File: config.mk
export PLATFORM = sky130hd
export DESIGN_NAME = dual_edge_deser
export DESIGN_NICKNAME = d
export VERILOG_FILES = /design/src/rtl/dual_edge_deser.sv
export SDC_FILE = /design/constraint.sdc
export NUM_CORES = 1
export LEC_CHECK = 0
export ABC_AREA = 1
export BUFFER_PORTS_ARGS = -buffer_cell sky130_fd_sc_hd__clkbuf_2
export CORE_MARGIN = 1
export CORE_UTILIZATION = 50
export DETAILED_ROUTE_END_ITERATION = 8
export PLACE_DENSITY_LB_ADDON = 0.08
export SYNTH_ARGS = -nofsm -noshare
export SYNTH_HDL_FRONTEND = slang
export SYNTH_SLANG_ARGS = --single-unit
File: constraint.sdc
create_clock -name clk -period 5.8 [get_ports clk]
set_clock_uncertainty 0.15 [all_clocks]
set_input_delay 0.58 -clock clk [delete_from_list [all_inputs] [get_ports clk]]
set_output_delay 0.58 -clock clk [all_outputs]
set_load 0.1 [all_outputs]
File: src/rtl/dual_edge_deser.sv
// Dual-edge receive deserializer: re-pairs DDR half-beats into
// wide words and queues them in a small valid/ready FIFO.
module dual_edge_deser #(
  parameter int DATA_WIDTH = 8,
  parameter int BEATS      = 2,
  parameter int FIFO_DEPTH = 4,
  parameter logic [2*DATA_WIDTH*BEATS-1:0] RESET_VALUE = '0
) (
  input  logic                          clk,
  input  logic                          rst,
  input  logic [DATA_WIDTH-1:0]         ddr_data,
  input  logic                          ddr_valid,
  output logic [2*DATA_WIDTH*BEATS-1:0] out_data,
  output logic                          out_valid,
  input  logic                          out_ready,
  output logic                          err_align,
  output logic                          err_short,
  output logic                          err_ovf,
  input  logic                          err_clr
);

  localparam int PW = 2 * DATA_WIDTH;
  localparam int WW = PW * BEATS;
  localparam int AW = (FIFO_DEPTH > 1) ? $clog2(FIFO_DEPTH) : 1;
  localparam int CW = (BEATS > 1) ? $clog2(BEATS) : 1;

  typedef enum logic {
    S_IDLE,
    S_ASM
  } state_t;

  state_t                state_q;
  state_t                state_nxt;
  logic [CW-1:0]         cnt_q;
  logic [CW-1:0]         cnt_nxt;
  logic [WW-1:0]         asm_q;
  logic [WW-1:0]         asm_nxt;
  logic [WW-1:0]         word_q;
  logic                  push_q;
  logic                  done;
  logic                  set_align;
  logic                  set_short;

  logic [DATA_WIDTH-1:0] neg_data;
  logic                  neg_valid;
  logic [PW-1:0]         pair;
  logic                  pr_full;
  logic                  pr_half;
  logic                  pr_none;

  logic [WW-1:0]         mem [FIFO_DEPTH];
  logic [AW-1:0]         wr_ptr;
  logic [AW-1:0]         rd_ptr;
  logic [AW:0]           count;
  logic                  fifo_full;
  logic                  pop;
  logic                  wr_en;
  logic                  drop;

  // Negedge half arrives first, so it lands in the low bits.
  always_ff @(negedge clk or posedge rst) begin
    if (rst) begin
      neg_data  <= '0;
      neg_valid <= 1'b0;
    end else begin
      neg_data  <= ddr_data;
      neg_valid <= ddr_valid;
    end
  end

  assign pair    = {ddr_data, neg_data};
  assign pr_full = neg_valid & ddr_valid;
  assign pr_half = neg_valid ^ ddr_valid;
  assign pr_none = ~neg_valid & ~ddr_valid;

  always_ff @(posedge clk or posedge rst) begin
    if (rst) begin
      state_q <= S_IDLE;
      cnt_q   <= '0;
      asm_q   <= RESET_VALUE;
    end else begin
      state_q <= state_nxt;
      cnt_q   <= cnt_nxt;
      asm_q   <= asm_nxt;
    end
  end

  always_comb begin
    state_nxt = state_q;
    cnt_nxt   = cnt_q;
    asm_nxt   = asm_q;
    done      = 1'b0;
    set_align = 1'b0;
    set_short = 1'b0;
    unique case (state_q)
      S_IDLE: begin
        unique case (1'b1)
          pr_full: begin
            asm_nxt[0 +: PW] = pair;
            if (BEATS == 1) begin
              done = 1'b1;
            end else begin
              state_nxt = S_ASM;
              cnt_nxt   = CW'(1);
            end
          end
          pr_half: set_align = 1'b1;
          pr_none: ;
          default: ;
        endcase
      end
      S_ASM: begin
        unique case (1'b1)
          pr_full: begin
            asm_nxt[int'(cnt_q) * PW +: PW] = pair;
            if (cnt_q == CW'(BEATS - 1)) begin
              done      = 1'b1;
              state_nxt = S_IDLE;
              cnt_nxt   = '0;
            end else begin
              cnt_nxt = cnt_q + CW'(1);
            end
          end
          pr_half: begin
            set_align = 1'b1;
            set_short = 1'b1;
            state_nxt = S_IDLE;
            cnt_nxt   = '0;
          end
          pr_none: begin
            set_short = 1'b1;
            state_nxt = S_IDLE;
            cnt_nxt   = '0;
          end
          default: ;
        endcase
      end
      default: begin
        state_nxt = S_IDLE;
        cnt_nxt   = '0;
      end
    endcase
  end

  // Completed word is staged one cycle before entering the FIFO.
  always_ff @(posedge clk or posedge rst) begin
    if (rst) begin
      word_q <= RESET_VALUE;
      push_q <= 1'b0;
    end else begin
      push_q <= done;
      if (done) begin
        word_q <= asm_nxt;
      end
    end
  end

  assign out_valid = (count != '0);
  assign out_data  = mem[rd_ptr];
  assign fifo_full = (count == (AW + 1)'(FIFO_DEPTH));
  assign pop       = out_valid & out_ready;
  assign wr_en     = push_q & (~fifo_full | pop);
  assign drop      = push_q & fifo_full & ~pop;

  always_ff @(posedge clk or posedge rst) begin
    if (rst) begin
      for (int i = 0; i < FIFO_DEPTH; i++) begin
        mem[i] <= RESET_VALUE;
      end
      wr_ptr <= '0;
      rd_ptr <= '0;
      count  <= '0;
    end else begin
      if (wr_en) begin
        mem[wr_ptr] <= word_q;
        wr_ptr      <= wr_ptr + AW'(1);
      end
      if (pop) begin
        rd_ptr <= rd_ptr + AW'(1);
      end
      unique case ({wr_en, pop})
        2'b10:   count <= count + (AW + 1)'(1);
        2'b01:   count <= count - (AW + 1)'(1);
        default: ;
      endcase
    end
  end

  // A fresh error wins over a simultaneous clear.
  always_ff @(posedge clk or posedge rst) begin
    if (rst) begin
      err_align <= 1'b0;
      err_short <= 1'b0;
      err_ovf   <= 1'b0;
    end else begin
      err_align <= (err_align & ~err_clr) | set_align;
      err_short <= (err_short & ~err_clr) | set_short;
      err_ovf   <= (err_ovf & ~err_clr) | drop;
    end
  end

endmodule

==> out/summary.md, run 1 <==
The run finished with clean final reports. The class of the most critical setup path is reg -> reg. The per-cell routed wire length is 17.1 µm, and the number of sinks on the clock net is 198. VDD sags by at most 441 µV.

The cell count after synthesis came out at 906. Post-CTS timing repair inserted 0 buffers for setup. The cell area that synthesis handed to floorplanning was 0.00883 mm². At the pin with the least slew margin, the transition time is 1.20 ns. After synthesis, the mean cell area works out to 9.74 µm². 49 I/O pins were placed. Wire length the detailed router placed on met1: 9340 µm. The top cell types in the final layout, fill and taps aside, are 188 x sky130_fd_sc_hd__dfrtp_1, 185 x sky130_fd_sc_hd__nand2_1, 101 x sky130_fd_sc_hd__o21ai_0.

The endpoint required time on the critical path was 6.02 ns; the antenna diode count was 0. The final layout contains 943 nets. The clock insertion delay at the later pin of the skew report was 0.43 ns; the number of resized instances in the post-cts repair step was 0. The pre-CTS worst setup slack is 0.881 ns, and the worst slew margin relative to its limit is 0.199. The floorplan step defined a die boundary enclosing 0.0182 mm². The clock tree synthesis step divided the H-tree into 4 levels.

Total CTS buffers: 17. The tools report the total number of vias as 6433. Setup repair after global routing left no endpoint under its margin.

The wire-length estimate of the detail-placed layout is 12200 µm. STA classifies the critical path startpoint as a register. The number of different library cells used by synthesis comes to 30.

The share of power burned in combinational logic came out at 0.471. The overflow left after global routing was 0; the number of filler instances in the final layout was 1525. The Yosys step of the flow raised 0 warnings.

Starting density of the core: 0.510. The core region area came out at 0.0173 mm². Final count of pins violating max slew: 0. All-layer global routing usage: 0.236.

The tools report the part of the Yosys area used for sequential elements as 0.561. The number of antenna violations at the first check in global routing is 0, and the count of maximum capacitance violations is 0. After clock tree synthesis, the clock-pin slew on the worst setup and hold paths is 0.07 ns. Summed over all nets, the switching power comes to 3.05 mW. The final count of hold timing violations was 0.

The count of buffers added on input and output ports is 48. The endpoint arrival time on the critical path was 5.13 ns; the total detailed-routing wirelength was 19800 µm. For the initial detailed-routing violation count, the log shows 471.

Commonest non-fill, non-tap cell in the layout: sky130_fd_sc_hd__dfrtp_1. For this run, design rule violations remaining after detail routing come to 0. The area growth from synthesis to layout is 8.60%.

Startpoint of the lowest-slack register-to-register path: neg_valid. The tools report the portion of total power attributed to sequential cells as 0.334. In this run the top signal layer used is met4.

The number of buffers added to fix hold violations after cts is 0, and the portion of total power attributed to the clock network is 0.195. Row generation in the floorplan step produced 48 rows. Detailed routing placed a total of 730 µm of wire on met3.

The fraction of layout instances using a drive strength above 1 came out at 0.204. The logs give 0 for the number of nets with antenna violations after routing and 6 for the number of optimization iterations in the first detailed-route pass. Tracing the worst setup path back leads to its startpoint at neg_valid. TritonCTS built the clock tree. The tightest hold path in the finished design has a slack of 0.188 ns. The first global-routing pass estimated 32800 µm of wire. The logs give 0.788 for the weighted congestion at the end of routability-driven global placement and 4.46 nW for the leakage power total.

The run gives 2 as the number of buffers on the longest clock path. The worst hold path class was in -> async. The die extent in y is 135 µm, and the net switching share of the total power is 0.492.

The tools report the worst setup slack after layout as 0.890 ns. The tree is rooted in a sky130_fd_sc_hd__clkbuf_16. In this run, synthesis produced a sequential element count of 198. For this design the ratio of total power to cell area is 646 mW/mm². The internal portion of the total power is 3.14 mW. Counting every net in the synthesized netlist gives 926. The overall power after layout came out at 6.19 mW. The width of the chip was 135 µm; the critical-path maximum fanout was 22. Entering global routing, the biggest net connects 76 pins. Number of global-route vias before repair: 6305. After detailed routing, the met2 layer carries 9390 µm of wire. Dividing the detail-routed via count by the number of cells gives 5.54. The tools report the final count of negative-setup-slack endpoints as 0. STA classifies the critical path endpoint as a register.
-- flip-flops by register name, indices dropped and copies added (netlist names) --
name       cells
mem          128
word_q        32
asm_q         16
neg_data       8
count          3
rd_ptr         2
wr_ptr         2
cnt_q          1
err_align      1
err_ovf        1
err_short      1
neg_valid      1
push_q         1
state_q        1
-- area by class of cell --
| cell class | count | area (µm²) | area share |
|---|---|---|---|
| Clock buffer | 24 | 482 | 0.0502 |
| Clock inverter | 8 | 124 | 0.0129 |
| Inverter | 60 | 229 | 0.0239 |
| Multi-Input combinational cell | 589 | 3210 | 0.335 |
| Sequential cell | 198 | 4960 | 0.517 |
| Tap cell | 225 | 282 | 0.0294 |
| Timing Repair Buffer | 57 | 308 | 0.0321 |
-- routing by layer --
layer	vias up	track usage
li1	3073	-
met1	3167	0.328
met2	159	0.376
met3	34	0.0368
met4	0	0.0899
met5	-	0
-- power by group through the flow --
stage / clock (mW) / combinational (mW) / sequential (mW)
final: 1.21 / 2.91 / 2.07
after global routing: 1.29 / 3.12 / 2.12
after CTS: 1.23 / 2.93 / 2.07
after detailed placement: 0 / 2.92 / 2.09
after global placement: 0 / 2.85 / 2.07
after floorplan: 0 / 2.43 / 2.04
-- synthesized netlist by cell type, drive strengths merged --
master	count	area, µm²
ha	6	75.1
nand3	25	180
o21ai	230	1470
dfrtn	9	225
or2	1	6.26
fa	1	20.0
xor2	3	26.3
inv	60	225
clkbuf	16	61.3
nand4	13	81.3
a21oi	1	5.00
o22ai	33	206
nor2	69	274
xnor2	1	8.76
a22oi	11	82.6
nand2	194	764
o21bai	1	7.51
buf	43	379
dfrtp	189	4730
-- per-stage QoR --
stage / cell area [µm²] / instances / TNS (ns) / util
after global routing: 9590 / 1161 / 0 / 0.554
after CTS: 9590 / 1161 / 0 / 0.554
after floorplan: 8830 / 906 / -2.38 / -
after global placement: 8980 / 1129 / 0 / 0.519
after detailed placement: 8980 / 1129 / 0 / 0.519
final: 9590 / 1161 / 0 / 0.554
-- worst paths after layout --
| path | endpoint | depth (start not counted) | slack [ns] |
|---|---|---|---|
| max | asm_q[0] | 6 | 0.89 |
| min | mem[18] | 2 | 0.19 |
| max reg2reg | asm_q[0] | 6 | 0.89 |
| min reg2reg | mem[82] | 2 | 0.33 |
| max in group asynchronous | neg_valid | 2 | 1.97 |
| min in group clk | word_q[24] | 3 | 0.28 |
-- worst max-delay path: stages (launching register included) --
cell                      delay, ns
sky130_fd_sc_hd__dfrtn_1       0.39
sky130_fd_sc_hd__ha_1          0.15
sky130_fd_sc_hd__buf_4         0.24
sky130_fd_sc_hd__inv_1         0.11
sky130_fd_sc_hd__nor2_1        0.63
sky130_fd_sc_hd__a22oi_1       0.16
sky130_fd_sc_hd__nand3_1       0.13
-- kinds of logic (layout without fill, tap and decap cells) --
| group | after synthesis | count (layout) | share of synthesized area |
|---|---|---|---|
| flip-flops | 198 | 198 | 0.561 |
| AO/OA/AOI/OAI | 276 | 276 | 0.201 |
| AND/OR/NAND/NOR | 302 | 302 | 0.148 |
| buffers and inverters | 119 | 149 | 0.0754 |
| adder cells (fa/ha/maj) | 7 | 7 | 0.0108 |
| XOR/XNOR | 4 | 4 | 0.00397 |
No activity file was read; power rests on OpenSTA's default activity.
==> run 2, diff against run 1 <==
==> constraint.sdc (replaced) <==
create_clock -name clk -period 5.1 [get_ports clk]
set_clock_uncertainty 0.15 [all_clocks]
set_input_delay 0.51 -clock clk [delete_from_list [all_inputs] [get_ports clk]]
set_output_delay 0.51 -clock clk [all_outputs]
set_load 0.1 [all_outputs]
==> out/summary.md, run 2 (synthesis gave the netlist of run 1 again) <==
The logs give 0 (unchanged) for the count of maximum capacitance violations and 0.455 ns (was 0.890 ns) for the worst setup slack after layout. The worst path buffer plus inverter count is 1 (was 2). Total die area: 0.0182 mm² (unchanged). The weighted congestion at the end of routability-driven global placement was 0.773 (was 0.788); the number of optimization iterations in the first detailed-route pass was 5 (was 6). The tools report the initial detailed-routing violation count as 408 (was 471). Critical path capture point: asm_q[8] (was asm_q[0]). The tools report the wire length the detailed router placed on met1 as 9460 µm (was 9340 µm). The flow ran to the end, and the final reports show no timing, DRC or antenna violations. The run gives 0 (unchanged) as the number of nets with antenna violations after routing. The tools report the number of global-route vias before repair as 6083 (was 6305). Class of the most critical setup path: reg -> reg (unchanged).

Largest net degree at the start of global routing: 80 (was 76). The gate family responsible for the most delay along the worst path is simple AND/OR/NAND/NOR gates (unchanged). The endpoint required time on the critical path was 5.31 ns (was 6.02 ns). The root cell of the clock tree was sky130_fd_sc_hd__clkbuf_16 (unchanged). The kind of start point of the critical path was a register (unchanged).

The logs give 672 µm (was 730 µm) for the met3 wirelength from detailed routing and 0 (unchanged) for the final count of negative-setup-slack endpoints. The register name with the most flops was mem (unchanged). The placed cell area is 0.00900 mm² (was 0.00898 mm²).

Area overhead of the layout relative to synthesis: 8.33% (was 8.60%). The largest voltage drop on the vdd net came out at 538 µV (was 441 µV). Most frequent cells in the layout: 188 x sky130_fd_sc_hd__dfrtp_1, 185 x sky130_fd_sc_hd__nand2_1, 101 x sky130_fd_sc_hd__o21ai_0 (unchanged).

TritonCTS built the clock tree. The share of power burned in combinational logic was 0.471 (about the same); the portion of total power attributed to sequential cells was 0.343 (was 0.334). The total CTS buffers is 17 (unchanged), and the port buffer count is 48 (unchanged). For the leakage power total, the log shows 4.45 nW (was 4.46 nW).

The number of primary I/O pins is 49 (unchanged). The net switching share of the total power came out at 0.496 (was 0.492). The number of flip-flops under the largest register name is 128 (unchanged), and the number of buffers added to fix hold violations after cts is 0 (unchanged).

Regs by FF count: mem: 128 flops, word_q: 32 flops, asm_q: 16 flops (unchanged). The fraction of layout instances using a drive strength above 1 is 0.206 (was 0.204), and the overall power after layout is 6.92 mW (was 6.19 mW). The number of sinks on the clock net is 198 (unchanged), and the cell count along the critical path is 6 (unchanged). The tools report the total detailed-routing wirelength as 19300 µm (was 19800 µm). Library cell appearing most often on the critical path: sky130_fd_sc_hd__nand2_1.

The all-layer global routing usage is 0.230 (was 0.236), and the critical path's largest stage delay is 0.59 ns (was 0.63 ns). Clock insertion delay at the later pin of the skew report: 0.42 ns (was 0.43 ns). The run gives 0 (unchanged) as the final count of hold timing violations. The average via count per standard cell works out to 5.41 (was 5.54). The antenna diode count is 0 (unchanged). The run gives 0 (unchanged) as the overflow left after global routing.

The number of cells on the worst reg-to-reg path came out at 6 (unchanged). Die extent in y: 135 µm (unchanged). The cell type of the slowest stage on the worst timing path is sky130_fd_sc_hd__nor2_1 (unchanged). The number of buffers on the longest clock path came out at 2 (unchanged). The run gives 0.510 (unchanged) as the starting density of the core. The logs give 0.553 (was 0.554) for the final design utilization and 48 (unchanged) for the floorplan row count.

For the switching power of the nets, the log shows 3.43 mW (was 3.05 mW). The number of filler instances in the final layout is 1560 (was 1525). The clock input transition at the sequential cells of the worst setup and hold paths is 0.07 ns (about the same). The endpoint arrival time on the critical path was 4.85 ns (was 5.13 ns). The power density relative to cell area is 724 mW/mm² (was 646 mW/mm²), and the pre-CTS worst setup slack is 0.443 ns (was 0.881 ns). The logs give 0 (unchanged) for the DRC violations left and 0 (unchanged) for the number of antenna violations at the first check in global routing. The per-cell routed wire length was 16.6 µm (was 17.1 µm).

The endpoint of the most critical register-to-register path is asm_q[8] (was asm_q[0]). Commonest non-fill, non-tap cell in the layout: sky130_fd_sc_hd__dfrtp_1 (unchanged). The final count of pins violating max slew is 0 (unchanged). The highest layer used for signal routing was met4 (unchanged). The run gives 0.46 ns (was 0.89 ns) as the register-to-register setup slack. The run gives 944 (was 943) as the final layout net count. Startpoint of the lowest-slack register-to-register path: neg_valid (unchanged).

The logs give 0.0173 mm² (unchanged) for the core region area and 0.0273 ns (was 0.188 ns) for the final hold slack. For the final instance area, the log shows 0.00956 mm² (was 0.00959 mm²). Ordered list of cells on the worst path: ha_1 -> buf_4 -> nand2_1 -> nor2_1 -> nand2_1 -> nand3_1 (was ha_1 -> buf_4 -> inv_1 -> nor2_1 -> a22oi_1 -> nand3_1).

The number of resized instances in the post-cts repair step is 0 (unchanged). The run gives 32200 µm (was 32800 µm) as the first-pass GRT wire length. Element type at the critical path end: a register (unchanged). Setup repair after global routing left no endpoint under its margin.

The run gives 8980 µm (was 9390 µm) as the total length of routed met2 wires. The total number of vias was 6286 (was 6433); the critical-path maximum fanout was 16 (was 22). The run gives 0 (unchanged) as the number of setup buffers added after CTS. The half-perimeter wire length after detailed placement came out at 12100 µm (was 12200 µm). The number of H-tree branching levels came out at 4 (unchanged).

The worst hold path class was in -> async (unchanged). The tools report the cell-internal power as 3.49 mW (was 3.14 mW). The width of the chip was 135 µm (unchanged); the worst slew margin relative to its limit was 0.227 (was 0.199). For the portion of total power attributed to the clock network, the log shows 0.186 (was 0.195). The slew at the pin closest to its max-slew limit came out at 1.16 ns (was 1.20 ns). The timing startpoint of the critical path is neg_valid (unchanged).
[run 2: how the worst min path moves through the flow]
| stage | to | cells after the start | start | slack (ns) |
|---|---|---|---|---|
| 2_1_floorplan | word_q[14] | 2 | word_q[14] | 0.30 |
| 3_3_place_gp | mem[32] | 2 | mem[32] | 0.31 |
| 3_5_place_dp | mem[77] | 2 | mem[77] | 0.31 |
| 4_1_cts | word_q[25] | 2 | rst | 0.04 |
| 5_1_grt | word_q[25] | 2 | rst | 0.07 |
| 6_report | word_q[25] | 2 | rst | 0.03 |
[run 2: per-layer routing]
| metal | track usage | up-vias |
|---|---|---|
| li1 | - | 3065 |
| met1 | 0.338 | 3078 |
| met2 | 0.357 | 128 |
| met3 | 0.0338 | 15 |
| met4 | 0.0612 | 0 |
| met5 | 0 | - |
[run 2: final cells by class]
type / instances / area [µm²] / share of cell area
clock inverters: 8 / 73.8 / 0.00772
well taps: 225 / 282 / 0.0294
repair buffers: 58 / 328 / 0.0343
flip-flops and latches: 198 / 4960 / 0.518
inverters: 60 / 229 / 0.0239
clock buffers: 23 / 488 / 0.0510
multi-input cells: 589 / 3210 / 0.335
[run 2: metrics by stage]
| stage | TNS (ns) | instances |
|---|---|---|
| after floorplan | -4.90 | 906 |
| after global placement | 0 | 1130 |
| after detailed placement | 0 | 1130 |
| after CTS | 0 | 1161 |
| after global routing | 0 | 1161 |
| final | 0 | 1161 |
[run 2: worst register-to-register path: stages (launching register included)]
cell and delay [ns]:
sky130_fd_sc_hd__dfrtn_1 0.39, sky130_fd_sc_hd__ha_1 0.28, sky130_fd_sc_hd__buf_4 0.27, sky130_fd_sc_hd__nand2_1 0.12, sky130_fd_sc_hd__nor2_1 0.59, sky130_fd_sc_hd__nand2_1 0.13
sky130_fd_sc_hd__nand3_1 0.12
[run 2: power by group through the flow]
stage / registers [mW] / clock network, mW / logic (mW)
floorplan: 2.32 / 0 / 2.76
global placement: 2.38 / 0 / 3.23
detailed placement: 2.40 / 0 / 3.28
CTS: 2.38 / 1.31 / 3.29
global route: 2.44 / 1.36 / 3.52
finish: 2.38 / 1.29 / 3.26
